File: src/rtl/team_06_ramped_volume_ctrl.sv
// Volume control with a slow linear gain ramp toward a button-driven target,
// applied to offset-binary audio through a two-stage multiply/shift pipeline.
module team_06_ramped_volume_ctrl #(
  parameter int unsigned DATA_W      = 8,
  parameter int unsigned VOL_W       = 4,
  parameter int unsigned RAMP_DIV    = 256,
  parameter int unsigned DEFAULT_VOL = 8
) (
  input  logic              clk,
  input  logic              rst,
  input  logic              vol_up,
  input  logic              vol_dn,
  input  logic              mute,
  input  logic              enable_volume,
  input  logic              sample_valid,
  input  logic [DATA_W-1:0] audio_in,
  output logic [DATA_W-1:0] audio_out,
  output logic              out_valid,
  output logic [VOL_W-1:0]  cur_volume,
  output logic              ramping
);

  localparam int unsigned CNT_W  = $clog2(RAMP_DIV);
  localparam int unsigned GAIN_W = VOL_W + 2;
  localparam int unsigned PROD_W = DATA_W + VOL_W + 2;

  localparam logic [VOL_W-1:0]  VMAX     = '1;
  localparam logic [VOL_W-1:0]  VOL_RST  = VOL_W'(DEFAULT_VOL);
  localparam logic [CNT_W-1:0]  CNT_LAST = CNT_W'(RAMP_DIV - 1);
  localparam logic [DATA_W-1:0] MID      = {1'b1, {(DATA_W-1){1'b0}}};
  localparam logic [DATA_W:0]   MID_EXT  = {1'b0, MID};

  logic [VOL_W-1:0] target;
  logic [VOL_W-1:0] eff_target_c;
  logic [CNT_W-1:0] ramp_cnt;

  // Stage 1 holding registers
  logic                     s1_valid;
  logic                     s1_bypass;
  logic [DATA_W-1:0]        s1_raw;
  logic [VOL_W-1:0]         s1_vol;
  logic signed [PROD_W-1:0] s1_prod;

  logic signed [DATA_W:0]   d_c;
  logic [GAIN_W-1:0]        gain_c;
  logic signed [PROD_W-1:0] prod_c;
  logic [PROD_W-1:0]        sum_c;
  logic [DATA_W-1:0]        scaled_c;
  logic                     unused_sum_hi;

  // Mute forces the ramp toward silence without disturbing the stored target
  always_comb begin
    eff_target_c = target;
    if (mute) begin
      eff_target_c = '0;
    end
  end

  assign ramping = (cur_volume != eff_target_c);

  // Button-driven target, saturating at both ends; simultaneous presses cancel
  always_ff @(posedge clk) begin
    if (rst) begin
      target <= VOL_RST;
    end else begin
      case ({vol_up, vol_dn})
        2'b10: if (target != VMAX) target <= target + VOL_W'(1);
        2'b01: if (target != '0)   target <= target - VOL_W'(1);
        default: target <= target;
      endcase
    end
  end

  // One volume step per RAMP_DIV cycles of continuous mismatch
  always_ff @(posedge clk) begin
    if (rst) begin
      cur_volume <= '0;
      ramp_cnt   <= '0;
    end else if (!ramping) begin
      ramp_cnt <= '0;
    end else if (ramp_cnt == CNT_LAST) begin
      ramp_cnt <= '0;
      if (eff_target_c > cur_volume) begin
        cur_volume <= cur_volume + VOL_W'(1);
      end else begin
        cur_volume <= cur_volume - VOL_W'(1);
      end
    end else begin
      ramp_cnt <= ramp_cnt + CNT_W'(1);
    end
  end

  // Signed sample around midpoint times (volume + 1), kept at full width
  always_comb begin
    d_c    = $signed({1'b0, audio_in} - MID_EXT);
    gain_c = {2'b00, cur_volume} + {{(GAIN_W-1){1'b0}}, 1'b1};
    prod_c = $signed({{(VOL_W+1){d_c[DATA_W]}}, d_c}) * $signed({{DATA_W{1'b0}}, gain_c});
  end

  always_ff @(posedge clk) begin
    if (rst) begin
      s1_valid  <= 1'b0;
      s1_bypass <= 1'b0;
      s1_raw    <= MID;
      s1_vol    <= '0;
      s1_prod   <= '0;
    end else begin
      s1_valid <= sample_valid;
      if (sample_valid) begin
        s1_bypass <= ~enable_volume;
        s1_raw    <= audio_in;
        s1_vol    <= cur_volume;
        s1_prod   <= prod_c;
      end
    end
  end

  // Floor-divide by 2^VOL_W and re-centre; the top bits are pure sign extension
  always_comb begin
    sum_c         = PROD_W'(s1_prod >>> VOL_W) + PROD_W'(MID);
    unused_sum_hi = ^sum_c[PROD_W-1:DATA_W];
    scaled_c      = sum_c[DATA_W-1:0];
    if (s1_bypass) begin
      scaled_c = s1_raw;
    end else if (s1_vol == '0) begin
      scaled_c = MID;
    end
  end

  always_ff @(posedge clk) begin
    if (rst) begin
      out_valid <= 1'b0;
      audio_out <= MID;
    end else begin
      out_valid <= s1_valid;
      if (s1_valid) begin
        audio_out <= scaled_c;
      end
    end
  end

endmodule

File: config.mk
export PLATFORM = sky130hd
export DESIGN_NAME = team_06_ramped_volume_ctrl
export DESIGN_NICKNAME = d
export VERILOG_FILES = /design/src/rtl/team_06_ramped_volume_ctrl.sv
export SDC_FILE = /design/constraint.sdc
export NUM_CORES = 1
export LEC_CHECK = 0
export BUFFER_PORTS_ARGS = -buffer_cell sky130_fd_sc_hd__clkbuf_2
export CORE_ASPECT_RATIO = 1.5
export CORE_UTILIZATION = 55
export DETAILED_ROUTE_END_ITERATION = 12
export PLACE_DENSITY = 0.85
export SYNTH_ARGS = -nofsm -noshare
export SYNTH_HDL_FRONTEND = slang
export SYNTH_SLANG_ARGS = --single-unit
File: constraint.sdc
create_clock -name clk -period 6.6 [get_ports clk]
set_input_delay 0.99 -clock clk [delete_from_list [all_inputs] [get_ports clk]]
set_output_delay 0.99 -clock clk [all_outputs]
set_load 0.01 [all_outputs]
---- Word-level counts from Yosys, hierarchy flattened ----
Cells that the tools add are included.
word-level totals
  input bits .............................. 15
  memory bits (read-only) ................. 0
  register bits after elaboration ......... 51
  memory bits (writable) .................. 0
  output and inout bits ................... 14
  latch bits .............................. 0
  memories ................................ 0
operators by class
  divide/modulo/power cells ............... 0
  add/subtract/negate cells ............... 8
  muxes and demuxes ....................... 7
  bitwise operators ....................... 2
  reduce and logical (&&, ||, !) cells .... 6
  magnitude comparators ................... 1
  equal/unequal tests ..................... 7
  multiply operators ...................... 1
  shift operators ......................... 0
operators by type and width
  cell                                                                    number
  4-bit 2-to-1 mux                                                        4
  8-bit 2-to-1 mux                                                        2
  9-bit by 6-bit multiplier with 12-bit output                            1
  8-bit by 8-bit subtractor with 9-bit output (second input constant)     1
  4-bit by 1-bit adder with 4-bit output (second input constant)          2
  8-bit by 1-bit adder with 8-bit output (second input constant)          1
  8-bit adder (second input constant)                                     1
  8-bit equality test (second input constant)                             1
  4-bit one-hot mux with 2 select lines                                   1
  4-bit by 1-bit subtractor with 4-bit output (second input constant)     2
  4-bit by 1-bit adder with 5-bit output (second input constant)          1
  4-bit > comparator                                                      1
  4-bit logical NOT                                                       1
  2-bit != test (second input constant)                                   2
  4-bit != test                                                           1
  4-bit != test (second input constant)                                   1
  4-bit nonzero test                                                      1
  3-bit AND reduction                                                     1
  3-bit OR reduction                                                      1
  2-bit by 1-bit equality test with 1-bit output (second input constant)  1
  2-bit equality test (second input constant)                             1
  1-bit NOT                                                               2
  2-bit AND reduction                                                     1
  2-bit nonzero test                                                      1

---- Depth between registers and ports, before layout ----
  word-level depth ........................ 4
  mapped depth ............................ 16
  gate-level depth less buffers ........... 16

---- Worst setup path after synthesis ----
OpenSTA, ideal clock, no wires.
  path kind ............................... input port to flip-flop
  from .................................... in audio_in[7]
  to ...................................... reg s1_prod[11]
  cell stages on the path ................. 14
  arrival ................................. 4215 ps
  setup slack ............................. 2305 ps
  library setup time ...................... 79 ps
  data required time ...................... 6521 ps
  path buffers ............................ 0
  path through ............................ or2_2 fa_1 inv_1 fa_1 inv_1 fa_1 inv_1 ha_1 nor2_1 nor2b_1 a21boi_0 o41a_1 xnor2_1 a211oi_2
on the way
  cells in the longest elaborated chain, start to end .. 2
ends and longest elaborated chain
  what                                          RTL line  RTL
  from (decl)                                   16        input logic [DATA_W-1:0] audio_in,
  8-bit by 8-bit subtractor with 9-bit output   95        d_c = $signed({1'b0, audio_in} - MID_EXT);
  9-bit by 6-bit multiplier with 12-bit output  97        prod_c = $signed({{(VOL_W+1){d_c[DATA_W]}}, d_c}) * $signed({{DATA_W{1'b0}}, gain_c});
  to (signal assigned)                          113       s1_prod <= prod_c;
  to (decl)                                     42        logic signed [PROD_W-1:0] s1_prod;
No other way between the ends.
A chain may end at the register's enable or synchronous reset.

---- Worst setup path after layout ----
  from .................................... reg cur_volume[0]
  to ...................................... reg s1_prod[11]
on the way
  cells in the longest elaborated chain, start to end .. 2
ends and longest elaborated chain
  what                                          RTL line  RTL
  from (decl)                                   19        output logic [VOL_W-1:0] cur_volume,
  from (signal assigned)                        84        cur_volume <= cur_volume + VOL_W'(1);
  from (signal assigned)                        86        cur_volume <= cur_volume - VOL_W'(1);
  4-bit by 1-bit adder with 5-bit output        96        gain_c = {2'b00, cur_volume} + {{(GAIN_W-1){1'b0}}, 1'b1};
  9-bit by 6-bit multiplier with 12-bit output  97
No other way between the ends.

==> results.cfg <==
[detailed_routing]
postRouteAntennaNets = 0
wl_met1_um = 2540
wl_per_cell_um = 13.8
wl_met3_um = 207
via_per_inst = 5.58
wl_um = 6550
via_count = 2640
post-route-drc-count = 0
initialDrtViolationCount = 116
top_layer = met4
drt_first_pass_iters = 4
routed-wl-met2_um = 3630

[clocking]
htree_levels = 2
post_cts_buffers = 0
cts_sinks = 47
cts_tree = yes
cts_made_buffers = 5
insertion_delay_ps = 300
cts_resized = 0
cts-root-buf = clkbuf_8
path_clk_slew_ps = 80
cts_hold_buf = 0
cts_buffer_depth = 2

[synthesis]
syn_inst = 377
synth_edf_count = 0
ys_types = 48
synth_top_cell_by_area = dfxtp_1
synthArstFlopShare = 0
synth_area_mm2 = 0.00342
syn_area_per_cell_um2 = 9.08
synth_nets = 443
synth_top_area_frac = 0.275
synth_ff_type = dfxtp_1
synthTopCellsByArea = dfxtp_1 27%, fa_1 14%, ha_1 9.9%
ys_seq_area_frac = 0.275
ys_ff_latch = 47
yosysWarnings = 0

[final_layout]
diodes = 0
area_growth_pct = 8.96
most-common-layout-cells = 52 x inv_1, 47 x nor2_1, 47 x dfxtp_1, 28 x clkbuf_2, 27 x ha_1
regArea_um2 = 941
layout_commonest_cell = inv_1
finalNetCount = 466
fin_util = 0.631
fill_cells = 515
multi_input_area_mm2 = 0.00223
final_layout_size_suffix_gt1_frac = 0.127

[placement]
place_congestion = 0.854
hpwl_um = 5060
port_buffers = 28
pre_cts_slack_ps = 1830

[floorplanning]
die_h_um = 98.6
ioPinCount = 29
rows = 34
start_util = 0.579
core_mm2 = 0.00591
fp.dieW_um = 66.4
die_area_mm2 = 0.00655

[global_route]
grt_pass1_wl_um = 11400
grt_usage = 0.224
grt-ovfl-total = 0
grt_pass1_vias = 2626
antenna_found_initial = 0
grt_max_degree = 42

[worst_setup_path]
critPathKind = register to register
critPathMaxFanout = 16
cp-end-kind = register
required_ps = 6810
arrival_ps = 5080
crit_path_start_kind = register
rrSetupSlack_ps = 1730

[sta]
slew_headroom = 0.459
tightest_slew_ps = 811
hold_viol_final = 0
setup_tns_ps = 0
fmaxAchievable_mhz = 205
hold-worst-slack_ps = 468
rsz0062_at_grt = no
worst_slack_ps = 1730
layout_min_cycle_time_ps = 4870
slew_violations = 0
fin_skew_ps = 5.87
fin_crit_sh = 0.737
setup_violations = 0

[power_and_ir_drop]
power_uw = 649
peakVddDrop_mv = 0.205
p_leak_nw = 1.73
power-per-cell-area_mw_per_mm2 = 174

[worst_hold_path]
holdCritPathClass = register to register

[run]
drv_cap = 0

[run_status]
status = finished clean
cell families (layout without fill, tap and decap cells):
kind of cell    count (synthesis)  in the layout  synth area share
mux                            17             17            0.0501
flops                          47             47             0.275
fa+ha+maj                      51             51             0.239
simple gates                  129            129             0.199
compound gates                 45             45            0.0940
buf+inv                        65             89            0.0746
xor+xnor                       23             23            0.0687
registers in the layout (all words and copies together), names as in the netlist:
signal,flops
ramp_cnt,8
s1_vol,4
s1_prod,8
audio_out,8
cur_volume,4
target,4
out_valid,1
s1_valid,1
s1_bypass,1
s1_raw,8
layer usage:
| metal | track usage | vias to the layer above |
|---|---|---|
| li1 | - | 1277 |
| met5 | 0 | - |
| met1 | 0.248 | 1286 |
| met4 | 0.0736 | 0 |
| met2 | 0.422 | 57 |
| met3 | 0.0324 | 20 |
power breakdown:
| part | switching [mW] | total (mW) | leakage [nW] | internal, mW |
|---|---|---|---|---|
| logic | 0.0522 | 0.0927 | 1.28 | 0.0405 |
| registers | 0.0129 | 0.311 | 0.385 | 0.298 |
| clock network | 0.0942 | 0.246 | 0.0654 | 0.151 |
| total | 0.159 | 0.649 | 1.73 | 0.490 |
path summary, 6_finish.rpt:
check,startpoint,endpoint,cells after the start
max,cur_volume[0],s1_prod[11],15
min,ramp_cnt[0],ramp_cnt[0],1
max reg2reg,cur_volume[0],s1_prod[11],15
min reg2reg,ramp_cnt[0],ramp_cnt[0],1
stage by stage:
step	area, um2	cells
floorplan	3420	377
global placement	3600	465
detailed placement	3600	465
CTS	3730	473
global route	3730	473
finish	3730	473
Yosys cell counts, drive strengths merged, types with 2 or more instances:
master,n
inv,53
dfxtp,47
nor2,47
ha,27
fa,24
xnor2,18
mux2i,16
and2,15
nor2b,13
nand2,12
a211oi,11
clkbuf,10
nand3,8
o21ai,8
a21oi,7
and2b,7
nand2b,6
nor3,6
xor2,5
a221oi,4
a22oi,4
and3,4
a21o,3
nor4,3
buf,2
o21a,2
or3,2
final cells by class:
type | instances | share of cell area
Tap cell | 72 | 0.0242
Sequential cell | 47 | 0.252
Timing Repair Buffer | 28 | 0.0376
Multi-Input combinational cell | 265 | 0.597
Clock inverter | 2 | 0.0161
Inverter | 53 | 0.0534
Clock buffer | 6 | 0.0195
critical path, stage by stage, from the launching register on:
cell	delay (ps)
dfxtp_1	720
ha_1	310
xor2_1	480
and2_1	240
fa_1	400
inv_1	80
fa_1	430
fa_1	540
inv_1	40
ha_1	340
nor2b_1	160
o21ai_0	190
a21boi_0	160
o41a_1	350
xnor2_1	150
a211oi_2	200
Power figures use the tool's default switching activity.
